==> src/rtl/vga_pkg.sv <==
// Shared definitions for the pixel-plot path into the framebuffer.
//   SCREEN_W/SCREEN_H : visible screen size (160 x 120)
//   FB_AW/COLOUR_W    : framebuffer address and colour widths
//   fb_word_t         : one queued framebuffer write {addr, colour}
//   xy_to_addr        : linear address y*160 + x, built from shifts only
package vga_pkg;

  localparam logic [7:0] SCREEN_W = 8'd160;
  localparam logic [6:0] SCREEN_H = 7'd120;
  localparam int FB_AW    = 15;
  localparam int COLOUR_W = 3;

  typedef struct packed {
    logic [FB_AW-1:0]    addr;
    logic [COLOUR_W-1:0] colour;
  } fb_word_t;

  // 160 = 128 + 32, so y*160 is two shifted copies of y.
  function automatic logic [FB_AW-1:0] xy_to_addr(input logic [7:0] x, input logic [6:0] y);
    logic [FB_AW-1:0] yw;
    logic [FB_AW-1:0] xw;
    yw = {8'd0, y};
    xw = {7'd0, x};
    return (yw << 7) + (yw << 5) + xw;
  endfunction

endpackage

==> src/rtl/plot_buffer_if.sv <==
// Framebuffer write port with valid/ready handshake.
//   fb_addr  : linear pixel address
//   fb_data  : pixel colour
//   fb_we    : write request (valid)
//   fb_ready : framebuffer accepts this cycle
// master = plot_buffer side, slave = framebuffer side.
interface plot_buffer_if;
  import vga_pkg::*;

  logic [FB_AW-1:0]    fb_addr;
  logic [COLOUR_W-1:0] fb_data;
  logic                fb_we;
  logic                fb_ready;

  modport master (output fb_addr, output fb_data, output fb_we, input fb_ready);
  modport slave  (input fb_addr, input fb_data, input fb_we, output fb_ready);

endinterface

==> src/rtl/sync_fifo.sv <==
// Single-clock FIFO, no same-cycle bypass: written data is visible at the
// head from the cycle after the push.
//   clk, rst        : clock, synchronous active-high reset
//   push, wr_data   : enqueue (ignored when full)
//   pop             : dequeue head (ignored when empty)
//   rd_data         : current head, read from storage registers
//   full, empty     : status flags
//   count           : occupancy, 0..DEPTH
module sync_fifo
  import vga_pkg::*;
#(
  parameter int  DEPTH = 16,
  parameter type T     = fb_word_t
) (
  input  logic                   clk,
  input  logic                   rst,
  input  logic                   push,
  input  T                       wr_data,
  input  logic                   pop,
  output T                       rd_data,
  output logic                   full,
  output logic                   empty,
  output logic [$clog2(DEPTH):0] count
);

  localparam int AW = $clog2(DEPTH);
  localparam logic [AW:0] PTR_ONE  = 1;
  localparam logic [AW:0] FULL_CNT = DEPTH;

  T           mem [DEPTH];
  // One extra pointer bit tells full (MSBs differ) from empty (equal).
  logic [AW:0] wr_ptr;
  logic [AW:0] rd_ptr;
  logic        do_push;
  logic        do_pop;

  assign count   = wr_ptr - rd_ptr;
  assign full    = (count == FULL_CNT);
  assign empty   = (wr_ptr == rd_ptr);
  assign do_push = push && !full;
  assign do_pop  = pop && !empty;
  assign rd_data = mem[rd_ptr[AW-1:0]];

  always_ff @(posedge clk) begin
    if (rst) begin
      wr_ptr <= '0;
      rd_ptr <= '0;
    end else begin
      if (do_push) wr_ptr <= wr_ptr + PTR_ONE;
      if (do_pop)  rd_ptr <= rd_ptr + PTR_ONE;
    end
  end

  always_ff @(posedge clk) begin
    if (do_push) mem[wr_ptr[AW-1:0]] <= wr_data;
  end

endmodule

==> src/rtl/plot_buffer.sv <==
// Buffers the free-running plotter pixel stream into the framebuffer write
// port, absorbing memory stalls. Off-screen and overflow drops are flagged.
//   clk, rst                          : clock, synchronous active-high reset
//   vga_x/vga_y/vga_colour/vga_plot   : pixel stream, no backpressure
//   fb                                : framebuffer write port (master)
//   count                             : FIFO occupancy (output reg excluded)
//   overflow                          : sticky, in-range pixel lost to full FIFO
//   clipped                           : sticky, off-screen pixel dropped
module plot_buffer
  import vga_pkg::*;
#(
  parameter int DEPTH = 16
) (
  input  logic                   clk,
  input  logic                   rst,
  input  logic [7:0]             vga_x,
  input  logic [6:0]             vga_y,
  input  logic [COLOUR_W-1:0]    vga_colour,
  input  logic                   vga_plot,
  plot_buffer_if.master          fb,
  output logic [$clog2(DEPTH):0] count,
  output logic                   overflow,
  output logic                   clipped
);

  logic     in_range;
  logic     fifo_full;
  logic     fifo_empty;
  logic     push;
  logic     pop;
  logic     xfer;
  fb_word_t in_word;
  fb_word_t head;
  fb_word_t out_word;
  logic     out_valid;

  assign in_range       = (vga_x < SCREEN_W) && (vga_y < SCREEN_H);
  assign in_word.addr   = xy_to_addr(vga_x, vga_y);
  assign in_word.colour = vga_colour;

  // Full is judged on the registered count, so a same-edge pop does not
  // make room for an incoming pixel.
  assign push = vga_plot && in_range && !fifo_full;
  assign xfer = out_valid && fb.fb_ready;
  assign pop  = !fifo_empty && (!out_valid || fb.fb_ready);

  sync_fifo #(
    .DEPTH (DEPTH),
    .T     (fb_word_t)
  ) u_fifo (
    .clk     (clk),
    .rst     (rst),
    .push    (push),
    .wr_data (in_word),
    .pop     (pop),
    .rd_data (head),
    .full    (fifo_full),
    .empty   (fifo_empty),
    .count   (count)
  );

  always_ff @(posedge clk) begin
    if (rst) begin
      out_valid <= 1'b0;
      out_word  <= '0;
    end else if (pop) begin
      out_valid <= 1'b1;
      out_word  <= head;
    end else if (xfer) begin
      out_valid <= 1'b0;
    end
  end

  always_ff @(posedge clk) begin
    if (rst) begin
      overflow <= 1'b0;
      clipped  <= 1'b0;
    end else begin
      if (vga_plot && !in_range)             clipped  <= 1'b1;
      if (vga_plot && in_range && fifo_full) overflow <= 1'b1;
    end
  end

  assign fb.fb_we   = out_valid;
  assign fb.fb_addr = out_word.addr;
  assign fb.fb_data = out_word.colour;

endmodule

==> src/flat_wrapper.sv <==
// flat-port wrapper written by rule: the top's interface ports become plain ports
module plot_buffer_flat import vga_pkg::*;
#(
  parameter int DEPTH = 16
)
  (clk, rst, vga_x, vga_y, vga_colour, vga_plot, count, overflow, clipped, fb_fb_addr, fb_fb_data, fb_fb_we, fb_fb_ready);
  plot_buffer_if fb_i ();
  input  logic clk;
  input  logic rst;
  input  logic [7:0] vga_x;
  input  logic [6:0] vga_y;
  input  logic [COLOUR_W-1:0] vga_colour;
  input  logic vga_plot;
  output logic [$clog2(DEPTH):0] count;
  output logic overflow;
  output logic clipped;
  output wire logic [$bits(fb_i.fb_addr)-1:0] fb_fb_addr;
  output wire logic [$bits(fb_i.fb_data)-1:0] fb_fb_data;
  output wire logic [$bits(fb_i.fb_we)-1:0] fb_fb_we;
  input wire logic [$bits(fb_i.fb_ready)-1:0] fb_fb_ready;
  assign fb_fb_addr = fb_i.fb_addr;
  assign fb_fb_data = fb_i.fb_data;
  assign fb_fb_we = fb_i.fb_we;
  assign fb_i.fb_ready = fb_fb_ready;
  plot_buffer #(.DEPTH(DEPTH)) u_core (.clk(clk), .rst(rst), .vga_x(vga_x), .vga_y(vga_y), .vga_colour(vga_colour), .vga_plot(vga_plot), .fb(fb_i), .count(count), .overflow(overflow), .clipped(clipped));
endmodule
==> config.mk <==
export PLATFORM = sky130hd
export DESIGN_NAME = plot_buffer_flat
export DESIGN_NICKNAME = d
export VERILOG_FILES = /design/src/rtl/vga_pkg.sv /design/src/rtl/plot_buffer_if.sv /design/src/rtl/sync_fifo.sv /design/src/rtl/plot_buffer.sv /design/src/flat_wrapper.sv
export SDC_FILE = /design/constraint.sdc
export NUM_CORES = 1
export LEC_CHECK = 0
export ABC_AREA = 1
export BUFFER_PORTS_ARGS = -buffer_cell sky130_fd_sc_hd__buf_2
export CAP_MARGIN = 15
export CELL_PAD_IN_SITES_DETAIL_PLACEMENT = 0
export CELL_PAD_IN_SITES_GLOBAL_PLACEMENT = 1
export CORE_MARGIN = 4
export CORE_UTILIZATION = 52
export CTS_BUF_LIST = sky130_fd_sc_hd__clkbuf_2 sky130_fd_sc_hd__clkbuf_4 sky130_fd_sc_hd__clkbuf_8
export CTS_CLUSTER_DIAMETER = 100
export DETAILED_ROUTE_END_ITERATION = 6
export MAX_ROUTING_LAYER = met4
export PLACE_DENSITY = 0.91
export SYNTH_ARGS = -nofsm -noshare
export SYNTH_HDL_FRONTEND = slang
export SYNTH_SLANG_ARGS = --single-unit
==> constraint.sdc <==
create_clock -name clk -period 3.9 [get_ports clk]
set_clock_uncertainty 0.2 [all_clocks]
set_input_delay 0.39 -clock clk [delete_from_list [all_inputs] [get_ports clk]]
set_output_delay 0.39 -clock clk [all_outputs]
set_load 0.05 [all_outputs]
; ---- Word-level counts from Yosys, hierarchy flattened
; Memory sizes are Yosys's and may differ from the RTL's. A register that Yosys moved wholly into a read port is not among the register bits.
; Index checks and enable logic that the tools add are counted.
[word_totals]
memories = 1
out_inout_bits = 26
regBits = 13
mem_bits_rw = 288
[mem_list]
columns = name, words, width, read_ports, rd_clocked_by_memory_dff, wr, line
row1 = u_core.u_fifo.mem, 16, 18, 1, 1, 1, sync_fifo.sv:30  ; T mem [DEPTH];
[op_classes]
n_eq_ne = 2
reduce_logical = 15
n_lt_le_gt_ge = 2
n_addsub = 5
muxes = 4
[ops]
columns = cell, count
row1 = adder 14 x 12 -> 15 bit, 1
row2 = adder 15 x 8 -> 15 bit, 1
row3 = "adder 5 x 1 -> 5 bit, second input constant", 2
row4 = logical AND 1 bit, 9
row5 = "less-than comparator 8 bit, second input constant", 1
row6 = "less-than comparator 7 bit, second input constant", 1
row7 = equality test 5 bit, 1
row8 = "equality test 5 bit, second input constant", 1
row9 = subtractor 5 bit, 1
row10 = logical NOT 1 bit, 4
row11 = two-way mux 1 bit, 4
row12 = nonzero test 2 bit, 1
row13 = logical OR 1 bit, 1

; ---- Depth between registers and ports, before layout
; Gate-level depths: netlist (run 1).
[depth]
word_depth = 7
ltp_mapped = 14
mapped_depth_nobuf = 14

; ---- Cells and area by module
; A second synthesis (run 1) with hierarchy kept.
[unflattened]
cells_unflattened = 1139
area_unflattened_um2 = 13534.2
[by_module_without_submodules]
columns = mod, seq_area_each_um2, cells_each, instances, area_per_inst_um2
row1 = sync_fifo, 8928.6, 971, 1, 12270.5
row2 = plot_buffer, 420.4, 168, 1, 1263.7

; ---- Worst setup path before layout (run 1)
; OpenSTA, ideal clock, no wires.
[synth_path]
kind = reg-to-reg
startpoint = reg u_core.u_fifo.rd_ptr[2]
endpoint = mem u_core.u_fifo.mem[11][0] (netlist name) (enable)
t_arrival_ns = 3.223
path_stages_with_launch = 11
slack_ns = 0.084
setup_ns = 0.393
cell_sequence = dfxtp_1 clkbuf_1 inv_1 ha_1 xor2_1 nor2_2 nand3_4 nand2_4 inv_6 nand2_2 nor2_1
[synth_between]
elab_chain_cells = 7
[synth_rtl]
columns = item, line
row1 = from (decl), sync_fifo.sv:33  ; logic [AW:0] rd_ptr;
row2 = from (signal assigned), sync_fifo.sv:50  ; if (do_pop) rd_ptr <= rd_ptr + PTR_ONE;
row3 = subtractor 5 bit *, sync_fifo.sv:37  ; assign count = wr_ptr - rd_ptr;
row4 = via count[2], flat_wrapper.sv:14  ; output logic [$clog2(DEPTH):0] count;
row5 = equality test 5 bit *, sync_fifo.sv:38  ; assign full = (count == FULL_CNT);
row6 = logical NOT 1 bit *, "sync_fifo.sv:40, plot_buffer.sv:43"
row7 = logical AND 1 bit, plot_buffer.sv:43  ; assign push = vga_plot && in_range && !fifo_full;
row8 = logical AND 1 bit *, sync_fifo.sv:40  ; assign do_push = push && !full;
row9 = two-way mux 1 bit *, sync_fifo.sv:55  ; if (do_push) mem[wr_ptr[AW-1:0]] <= wr_data;
row10 = two-way mux 1 bit (not written as such) *, sync_fifo.sv:55
row11 = to (decl), sync_fifo.sv:30
; Mark *: on every way through the listed nets, which the timed path passes. The rest lies on a longest branch.

; ---- Final worst setup path (run 1)
[layout_path]
startpoint = reg u_core.u_fifo.rd_ptr[1]
endpoint = mem u_core.u_fifo.mem[14][6] (netlist name) (enable)
[layout_between]
elab_chain_cells = 7
[layout_rtl]
columns = item, line
row1 = subtractor 5 bit *, sync_fifo.sv:37
row2 = equality test 5 bit *, sync_fifo.sv:38
row3 = logical NOT 1 bit *, "sync_fifo.sv:40, plot_buffer.sv:43"
row4 = logical AND 1 bit, plot_buffer.sv:43
row5 = logical AND 1 bit *, sync_fifo.sv:40
row6 = two-way mux 1 bit *, sync_fifo.sv:55
row7 = two-way mux 1 bit (not written as such) *, sync_fifo.sv:55
; Mark *: on every way between the ends. The rest lies on a longest branch, timed or not.

==> results.cfg, run 1 <==
[run_status]
status = complete, no violations

[synth]
synthesis.area_um2 = 13370
yosys_warnings = 0
syn_nets = 1192
synth_area_leader_cell = edfxtp_1
avgSynthCellArea_um2 = 11.68
synth_cells = 1145
synth_top_area_share_pct = 64.68
yosysSeqAreaShare_pct = 69.32
synth_edf_count = 288
yosysMostFrequentCell = edfxtp_1
synth_area_leaders = edfxtp_1, nor2_1, o21ai_0
async_reset_ff_share_pct = 0
ys_ff_latch = 319
netlist_top_cells_count = edfxtp_1, nor2_1, o21ai_0, nand2_1, o21ai_1
synth_cell_type_count = 39
synth_flop_cell = edfxtp_1

[floorplan]
dieArea_um2 = 28340
die_w_um = 168.4
fp.dieH_um = 168.4
row_count = 58
start_util_pct = 52.95
io_pins = 48
coreArea_um2 = 25250

[critical_path]
path_class = reg -> reg
crit_path_end_kind = flop
arrival_ns = 3.33
r2r_start = u_core.u_fifo.rd_ptr[1]
reg2reg_depth = 11
reg2reg_slack_ns = 0.54
crit_fanout = 23
start_kind = flop
cp.required_ns = 3.87
regToRegEndpoint = u_core.u_fifo.mem[14][6]

[global_routing]
use_met3_pct = 4.672
antenna_found_initial = 0
grt_overflow = 0
grt_pass1_vias = 8534
globalRouteTotalUtil_pct = 22.33
grt_use_met1_pct = 30.96
met2_usage_pct = 34.35
grt-busiest-layer = met2
grt_pass1_wl_um = 48000
grt_max_degree = 111

[timing]
maxSlewViolCount = 0
slew_headroom_pct = 25.68
setup_ws_ns = 0.5414
tightest_slew_ns = 1.115
rsz0062_at_grt = no
hold_violations = 0
finalCritPeriodShare_pct = 86.12
period_needed_ns = 3.359
finalSetupViolCount = 0
finalSetupTns_ns = 0
max_freq_mhz = 297.7
hold_ws_ns = 0.02604

[clock_network]
clock_latency_ns = 0.56
cts-root-buf = clkbuf_8
cts.sinks = 319
cts_tree = built
numCtsBuffers = 49
clockBufferDepth = 3
cts.clk_slew.worst_paths_ns = 0.06
htreeDepth = 2

[layout]
fill_cells = 1988
finalNetCount = 1255
diodes = 0
syn_to_final_growth_pct = 11.37
drive_gt1_share_pct = 14.38

[route]
vias = 8871
wl_um = 31000
drc = 0
dr.pass1.iters = 5
drtIter0Drc = 933
via_per_inst = 5.632
ant_nets = 0
avgRoutedWirePerCell_um = 19.68

[worst_hold_path]
min-delay-start = fb_fb_ready
hp-class = in -> reg
min_to = u_core.fb.fb_we
whs_path_depth = 4

[flow_run]
timing.max_cap.violations = 0

[power]
peakVddDrop_uv = 622.9
fin_total_pwr_w = 0.009756
p_per_area_nw_per_um2 = 655.2
p_leak_nw = 5.327

[placement]
place.gp.congestion = 0.8371
io_buffer_count = 47
dp_hpwl_um = 19230
pre_cts_ws_ns = 0.3391
[flip-flops by register name (all words and copies together), names as in the netlist]
| name | cells |
|---|---|
| u_core.clipped | 1 |
| u_core.fb.fb_data | 3 |
| u_core.u_fifo.rd_ptr | 5 |
| u_core.fb.fb_addr | 15 |
| u_core.fb.fb_we | 1 |
| u_core.overflow | 1 |
| u_core.u_fifo.wr_ptr | 5 |
| u_core.u_fifo.mem | 288 |
[where the power goes]
part           total [W]  switching [W]  leakage [nW]  internal [W]
clock            0.00270        0.00124         0.496       0.00147
combinational    0.00300        0.00220          1.98      0.000806
sequential       0.00405      0.0000748          2.85       0.00397
[cell usage in the layout, fill, tap and decap left out, types with 2 or more instances in the layout]
| cell type | n |
|---|---|
| a21oi_1 | 15 |
| buf_12 | 3 |
| buf_2 | 47 |
| buf_4 | 23 |
| bufinv_16 | 2 |
| clkbuf_4 | 15 |
| clkbuf_8 | 50 |
| clkinv_1 | 16 |
| clkinv_2 | 4 |
| clkinvlp_4 | 2 |
| dfxtp_1 | 29 |
| dfxtp_4 | 2 |
| dlygate4sd3_1 | 3 |
| edfxtp_1 | 288 |
| fa_1 | 3 |
| ha_1 | 22 |
| inv_1 | 42 |
| inv_2 | 2 |
| nand2_1 | 101 |
| nand2_2 | 2 |
| nand2_4 | 4 |
| nand3_1 | 31 |
| nand3b_1 | 2 |
| nand4_1 | 3 |
| nor2_1 | 253 |
| nor2_2 | 18 |
| o211ai_1 | 17 |
| o21ai_0 | 138 |
| o21ai_1 | 54 |
| o22ai_1 | 32 |
| or2_1 | 2 |
| xor2_1 | 10 |
[worst max-delay path by stage]
stage / startpoint / to / slack (ns) / depth (start not counted)
CTS: u_core.u_fifo.rd_ptr[1] / u_core.u_fifo.mem[12][16] / 0.49 / 11
finish: u_core.u_fifo.rd_ptr[1] / u_core.u_fifo.mem[14][6] / 0.54 / 11
floorplan: u_core.u_fifo.rd_ptr[2] / u_core.u_fifo.mem[11][0] / 0.08 / 10
global placement: vga_x[7] / u_core.u_fifo.mem[3][15] / 0.48 / 7
global route: u_core.u_fifo.rd_ptr[1] / u_core.u_fifo.mem[14][6] / 0.34 / 11
detailed placement: vga_x[7] / u_core.u_fifo.mem[1][15] / 0.34 / 7
[cell type report]
class | instances | area [um^2] | share of cell area, %
Tap cell | 330 | 412.9 | 2.773
Timing Repair Buffer | 76 | 498.0 | 3.344
Clock buffer | 65 | 800.8 | 5.377
Inverter | 47 | 183.9 | 1.235
Multi-Input combinational cell | 715 | 3568 | 23.96
Sequential cell | 319 | 9276 | 62.29
Clock inverter | 23 | 151.4 | 1.017
[metal layers]
| metal | part of all wire, % | wire, um |
|---|---|---|
| met1 | 41 | 12780 |
| met4 | 1.8 | 555 |
| met3 | 9.4 | 2899 |
| met5 | 0 | 0 |
| met2 | 48 | 14760 |
[repair_timing]
item                                    CTS  global route
endpoints found under the setup margin    0             0
buffers inserted                          0             0
gates resized for setup                   0             0
hold endpoints to repair                  7             0
hold buffers                              3             0
[worst max-delay path, stage by stage (launching register included)]
cell	delay, ns
dfxtp_4	0.45
inv_2	0.23
fa_1	0.49
nand2_1	0.08
nand2_1	0.07
nand3_1	0.10
nand2_2	0.09
nand3_4	0.13
nand2_4	0.10
inv_6	0.11
nand2_4	0.08
nor2_2	0.82
[logic make-up (layout without fill, tap and decap cells)]
| family | after synthesis | count (layout) | synth area share, % |
|---|---|---|---|
| xor+xnor | 11 | 11 | 0.7205 |
| simple gates | 420 | 420 | 12.73 |
| buf+inv | 111 | 211 | 4.351 |
| compound gates | 259 | 259 | 10.38 |
| fa+ha+maj | 25 | 25 | 2.508 |
| flops | 319 | 319 | 69.32 |
[stage by stage]
stage / cells / area (um^2) / util (%)
2_1_floorplan: 1145 / 13370 / -
3_3_place_gp: 1483 / 13900 / 55.05
3_5_place_dp: 1483 / 13900 / 55.05
4_1_cts: 1574 / 14880 / 58.94
5_1_grt: 1575 / 14890 / 58.97
6_report: 1575 / 14890 / 58.97
Note: power is estimated with default switching activity, not from simulation.
==> run 2: changes to the inputs <==
--- a/config.mk
+++ b/config.mk
@@ -14,6 +14,7 @@
 export CORE_UTILIZATION = 52
 export CTS_BUF_LIST = sky130_fd_sc_hd__clkbuf_2 sky130_fd_sc_hd__clkbuf_4 sky130_fd_sc_hd__clkbuf_8
 export CTS_CLUSTER_DIAMETER = 100
+export CTS_CLUSTER_SIZE = 16
 export DETAILED_ROUTE_END_ITERATION = 6
 export MAX_ROUTING_LAYER = met4
 export PLACE_DENSITY = 0.91
==> constraint.sdc (replaced) <==
create_clock -name clk -period 3.9 [get_ports clk]
set_clock_uncertainty 0.2 [all_clocks]
set_input_delay 0.39 -clock clk [delete_from_list [all_inputs] [get_ports clk]]
set_output_delay 0.39 -clock clk [all_outputs]
set_load 0.02 [all_outputs]
==> run 2 against run 1 <==
  * Cell count fell by 2.9%
  * Sequential share of layout area increased by 2.1 points
  * Global-route usage fell by 0.52 points
  * Clock power shrank 36%
  * Flip-flop and latch count is the same
  * Non-clock buffer count stayed put
  * Total power fell by 13%
  * Setup slack worse by 0.023 ns
  * Via count fell by 2.2%
  * Cell area shrank 3.3%
  * First-iteration DRC count fell by 1.2%
  * Register-to-register slack got worse by 0.02 ns
  * Largest power group unchanged
  * Highest routed layer unchanged
==> results.cfg, run 2 (same netlist as run 1, synthesis figures left out) <==
[power]
seqPwrFrac_pct = 47.4
p_per_area_nw_per_um2 = 592.3
p_sw_share_pct = 35.49
clkPwrFrac_pct = 20.4
combPwrFrac_pct = 32.2
p_leak_nw = 5.079
peakVddDrop_uv = 541.5
fin_total_pwr_w = 0.008528
power.switching_w = 0.003026
p_int_w = 0.005501

[layout]
fin_util_pct = 57.02
final_common_cell = edfxtp_1
diodes = 0
syn_to_final_growth_pct = 7.682
layout_common_cells = edfxtp_1, nor2_1, o21ai_0, nand2_1, o21ai_1
drive_gt1_share_pct = 12.34
largest_register_ffs = 288
finalNetCount = 1229

[run_status]
status = complete, no violations

[route]
avgRoutedWirePerCell_um = 19.97
top_layer = met4
drc = 0
via_per_inst = 5.673
wl_um = 30540
met3_length_um = 2441
ant_nets = 0
dr.pass1.iters = 5
wl_met2_um = 14630
vias = 8674
drtIter0Drc = 922
wl_met1_um = 13030

[clock_network]
htreeDepth = 1
clock_latency_ns = 0.55
clockBufferDepth = 3
cts.sinks = 319
postCtsSetupRepairBufs = 0
cts_resized = 0
postCtsHoldBufs = 3
cts-root-buf = clkbuf_8
cts_tree = built
numCtsBuffers = 23
cts.clk_slew.worst_paths_ns = 0.10

[worst_hold_path]
hp-class = in -> reg

[timing]
finalSetupViolCount = 0
tightest_slew_ns = 1.097
finalSetupTns_ns = 0
finalCritPeriodShare_pct = 86.72
hold_ws_ns = 0.02594
slew_headroom_pct = 26.87
rsz0062_at_grt = no
maxSlewViolCount = 0
setup_ws_ns = 0.5180
hold_violations = 0
max_freq_mhz = 295.7
period_needed_ns = 3.382

[placement]
pre_cts_ws_ns = 0.3391
dp_hpwl_um = 19230
io_buffer_count = 47
place.gp.congestion = 0.8371

[critical_path]
path_class = reg -> reg
arrival_ns = 3.36
crit_path_end_kind = flop
crit_fanout = 23
cp.required_ns = 3.88
start_kind = flop

[floorplan]
coreArea_um2 = 25250
die_w_um = 168.4
start_util_pct = 52.95
io_pins = 48
row_count = 58
fp.dieH_um = 168.4
dieArea_um2 = 28340

[global_routing]
grt_pass1_wl_um = 47250
grt_max_degree = 111
globalRouteTotalUtil_pct = 21.81
grt_pass1_vias = 8356
antenna_found_initial = 0
grt_overflow = 0

[flow_run]
timing.max_cap.violations = 0
[run 2: changes by cell type in the layout (fill, tap and decap cells not counted), sizes merged]
cell / delta
clkbuf: -24
clkinv: -19
clkinvlp: -1
bufinv: -2
[run 2: critical path: stages, from the launching register on]
cell	delay (ns)
dfxtp_4	0.48
inv_2	0.24
fa_1	0.49
nand2_1	0.08
nand2_1	0.07
nand3_1	0.10
nand2_2	0.09
nand3_4	0.12
nand2_4	0.10
inv_6	0.11
nand2_4	0.08
nor2_2	0.82
[run 2: final timing paths]
path | to | cells past startpoint | start | slack [ns]
setup / recovery | u_core.u_fifo.mem[14][2] | 11 | u_core.u_fifo.rd_ptr[1] | 0.52
setup reg to reg | u_core.u_fifo.mem[14][2] | 11 | u_core.u_fifo.rd_ptr[1] | 0.52
hold / removal | u_core.fb.fb_we | 4 | fb_fb_ready | 0.03
hold reg to reg | u_core.overflow | 2 | u_core.overflow | 0.25
[run 2: stage by stage]
stage	std cells	area, um^2
2_1_floorplan	1145	13370
3_3_place_gp	1483	13900
3_5_place_dp	1483	13900
4_1_cts	1528	14390
5_1_grt	1529	14400
6_report	1529	14400
[run 2: power by group through the flow]
stage / clock network [W] / registers, W / logic [W]
after floorplan: 0 / 0.00419 / 0.00187
after global placement: 0 / 0.00412 / 0.00265
after detailed placement: 0 / 0.00412 / 0.00272
after CTS: 0.00176 / 0.00404 / 0.00273
after global routing: 0.00190 / 0.00406 / 0.00302
final: 0.00174 / 0.00404 / 0.00274
[run 2: layer usage]
layer,vias up,global-route usage [%]
li1,4085,-
met1,4251,30.98
met2,306,33.93
met3,32,3.616
met4,0,4.340
met5,-,-
[run 2: layout make-up]
cell class                 instances  area (um^2)
sequential                       319         9276
clock buffer                      41        451.7
multi-input combinational        715         3568
inverter                          47        183.9
timing repair buffer              76        498.0
tap                              330        412.9
clock inverter                     1        7.507
fill                            2019        10860
==> run 3: changes to the inputs <==
--- a/config.mk
+++ b/config.mk
@@ -10,6 +10,7 @@
 export CAP_MARGIN = 15
 export CELL_PAD_IN_SITES_DETAIL_PLACEMENT = 0
 export CELL_PAD_IN_SITES_GLOBAL_PLACEMENT = 1
+export CORE_ASPECT_RATIO = 0.7
 export CORE_MARGIN = 4
 export CORE_UTILIZATION = 52
 export CTS_BUF_LIST = sky130_fd_sc_hd__clkbuf_2 sky130_fd_sc_hd__clkbuf_4 sky130_fd_sc_hd__clkbuf_8
==> run 3 against run 2 <==
  * Core utilization is 0.61 points higher
  * Register-to-register slack improved by 0.05 ns
  * Routed wire length rose by 3.3%
  * Via count is 0.88% higher
  * Cell area hardly changed
  * Sequential power about the same
  * Highest routed layer unchanged
  * Clock power is essentially flat
  * Count of clock-buffer cells in the layout is the same
  * Worst hold slack better by 0.0035 ns
  * Non-clock buffer count is 1 higher
  * Largest cell class unchanged
  * Combinational power is essentially flat
  * Fmax grew 1.4%
==> results.cfg, run 3 (same netlist as run 1, synthesis figures left out) <==
[timing]
maxSlewViolCount = 0
finalSetupViolCount = 0
tightest_slew_ns = 1.123
finalSetupTns_ns = 0
hold_violations = 0
finalCritPeriodShare_pct = 85.55
slew_headroom_pct = 25.03
period_needed_ns = 3.336
rsz0062_at_grt = no
hold_ws_ns = 0.02942
max_freq_mhz = 299.7

[route]
drtIter0Drc = 1086
wl_um = 31540
ant_nets = 0
via_per_inst = 5.741
dr.pass1.iters = 6
vias = 8750
avgRoutedWirePerCell_um = 20.69
drc = 0

[critical_path]
start_kind = flop
crit_path_end_kind = flop
crit_fanout = 18
arrival_ns = 3.31
reg2reg_slack_ns = 0.56
cp.required_ns = 3.88
path_class = reg -> reg

[floorplan]
die_w_um = 199.7
io_pins = 48
row_count = 48
start_util_pct = 53.52
dieArea_um2 = 28390
coreArea_um2 = 24980
fp.dieH_um = 142.2

[placement]
dp_hpwl_um = 19550
place.gp.congestion = 0.8288
io_buffer_count = 47
placed_cell_area_um2 = 13840

[clock_network]
htreeDepth = 1
postCtsHoldBufs = 3
numCtsBuffers = 23
cts.sinks = 319
clock_latency_ns = 0.56
postCtsSetupRepairBufs = 0
cts_tree = built
cts-root-buf = clkbuf_8
cts_resized = 0
cts.clk_slew.worst_paths_ns = 0.10
clockBufferDepth = 3

[power]
peakVddDrop_uv = 387.7
p_leak_nw = 5.084
p_per_area_nw_per_um2 = 592.8
fin_total_pwr_w = 0.008535

[flow_run]
timing.max_cap.violations = 0

[layout]
layout_common_cells = edfxtp_1, nor2_1, o21ai_0, nand2_1, o21ai_1
multi_input_area_um2 = 3568
final-seq-area_um2 = 9276
diodes = 0
drive_gt1_share_pct = 12.34
fill_cells = 2026
final_common_cell = edfxtp_1
largest_register_ffs = 288
finalNetCount = 1230
syn_to_final_growth_pct = 7.673
finish.instance_area_um2 = 14400

[global_routing]
grt_pass1_wl_um = 48050
globalRouteTotalUtil_pct = 22.69
grt_pass1_vias = 8438
antenna_found_initial = 0
grt_overflow = 0
grt_max_degree = 85

[worst_hold_path]
hp-class = in -> reg

[run_status]
status = complete, no violations
==> run 3: cell types whose count changed in the layout (fill, tap and decap cells not counted) <==
cell,before,now
buf_12,3,0
buf_8,0,3
buf_16,0,1
clkinvlp_4,1,0
==> run 3: report_power, final <==
group          total (W)  leakage (nW)  internal, W  switching [W]
Sequential       0.00404          2.85      0.00397      0.0000689
Combinational    0.00276          1.98     0.000785        0.00197
Clock            0.00174         0.248     0.000727        0.00101
==> run 3: cell type report <==
cell class,instances,share of cell area [%]
timing repair buffer,77,3.546
tap,325,2.824
sequential,319,64.43
inverter,47,1.277
clock buffer,41,3.137
multi-input combinational,715,24.78
==> run 3: layer usage <==
metal / part of all wire [%] / GRT usage, % / up-vias
met5: 0 / - / -
met4: 2.2 / 5.216 / 0
met3: 8.2 / 4.425 / 51
met2: 44 / 32.92 / 405
met1: 46 / 33.64 / 4208
li1: - / - / 4086
==> run 3: path summary, 6_finish.rpt <==
check / endpoint / start / cells after the start
worst min register to register: u_core.overflow / u_core.overflow / 2
worst max register to register: u_core.u_fifo.mem[7][11] / u_core.u_fifo.wr_ptr[0] / 13
worst max-delay path: u_core.u_fifo.mem[7][11] / u_core.u_fifo.wr_ptr[0] / 13
worst min-delay path: u_core.u_fifo.mem[10][6] / vga_x[3] / 1
==> run 3: stage by stage <==
step | utilization (%) | std cells | worst slack (ns)
floorplan | - | 1145 | 0.5236
global placement | 55.38 | 1475 | 0.5911
detailed placement | 55.38 | 1475 | 0.4404
CTS | 57.31 | 1519 | 0.4343
global route | 57.63 | 1524 | 0.3326
finish | 57.63 | 1524 | 0.5635
==> run 3: worst max-delay path: stages (launching register included) <==
cell	delay (ns)
dfxtp_1	0.38
inv_1	0.13
ha_1	0.16
inv_1	0.06
fa_1	0.40
nand2_1	0.08
nand2_1	0.06
nand3_1	0.10
nand2_2	0.09
nand3_4	0.12
nand2_4	0.09
inv_6	0.11
nand2_2	0.09
nor2_2	0.85
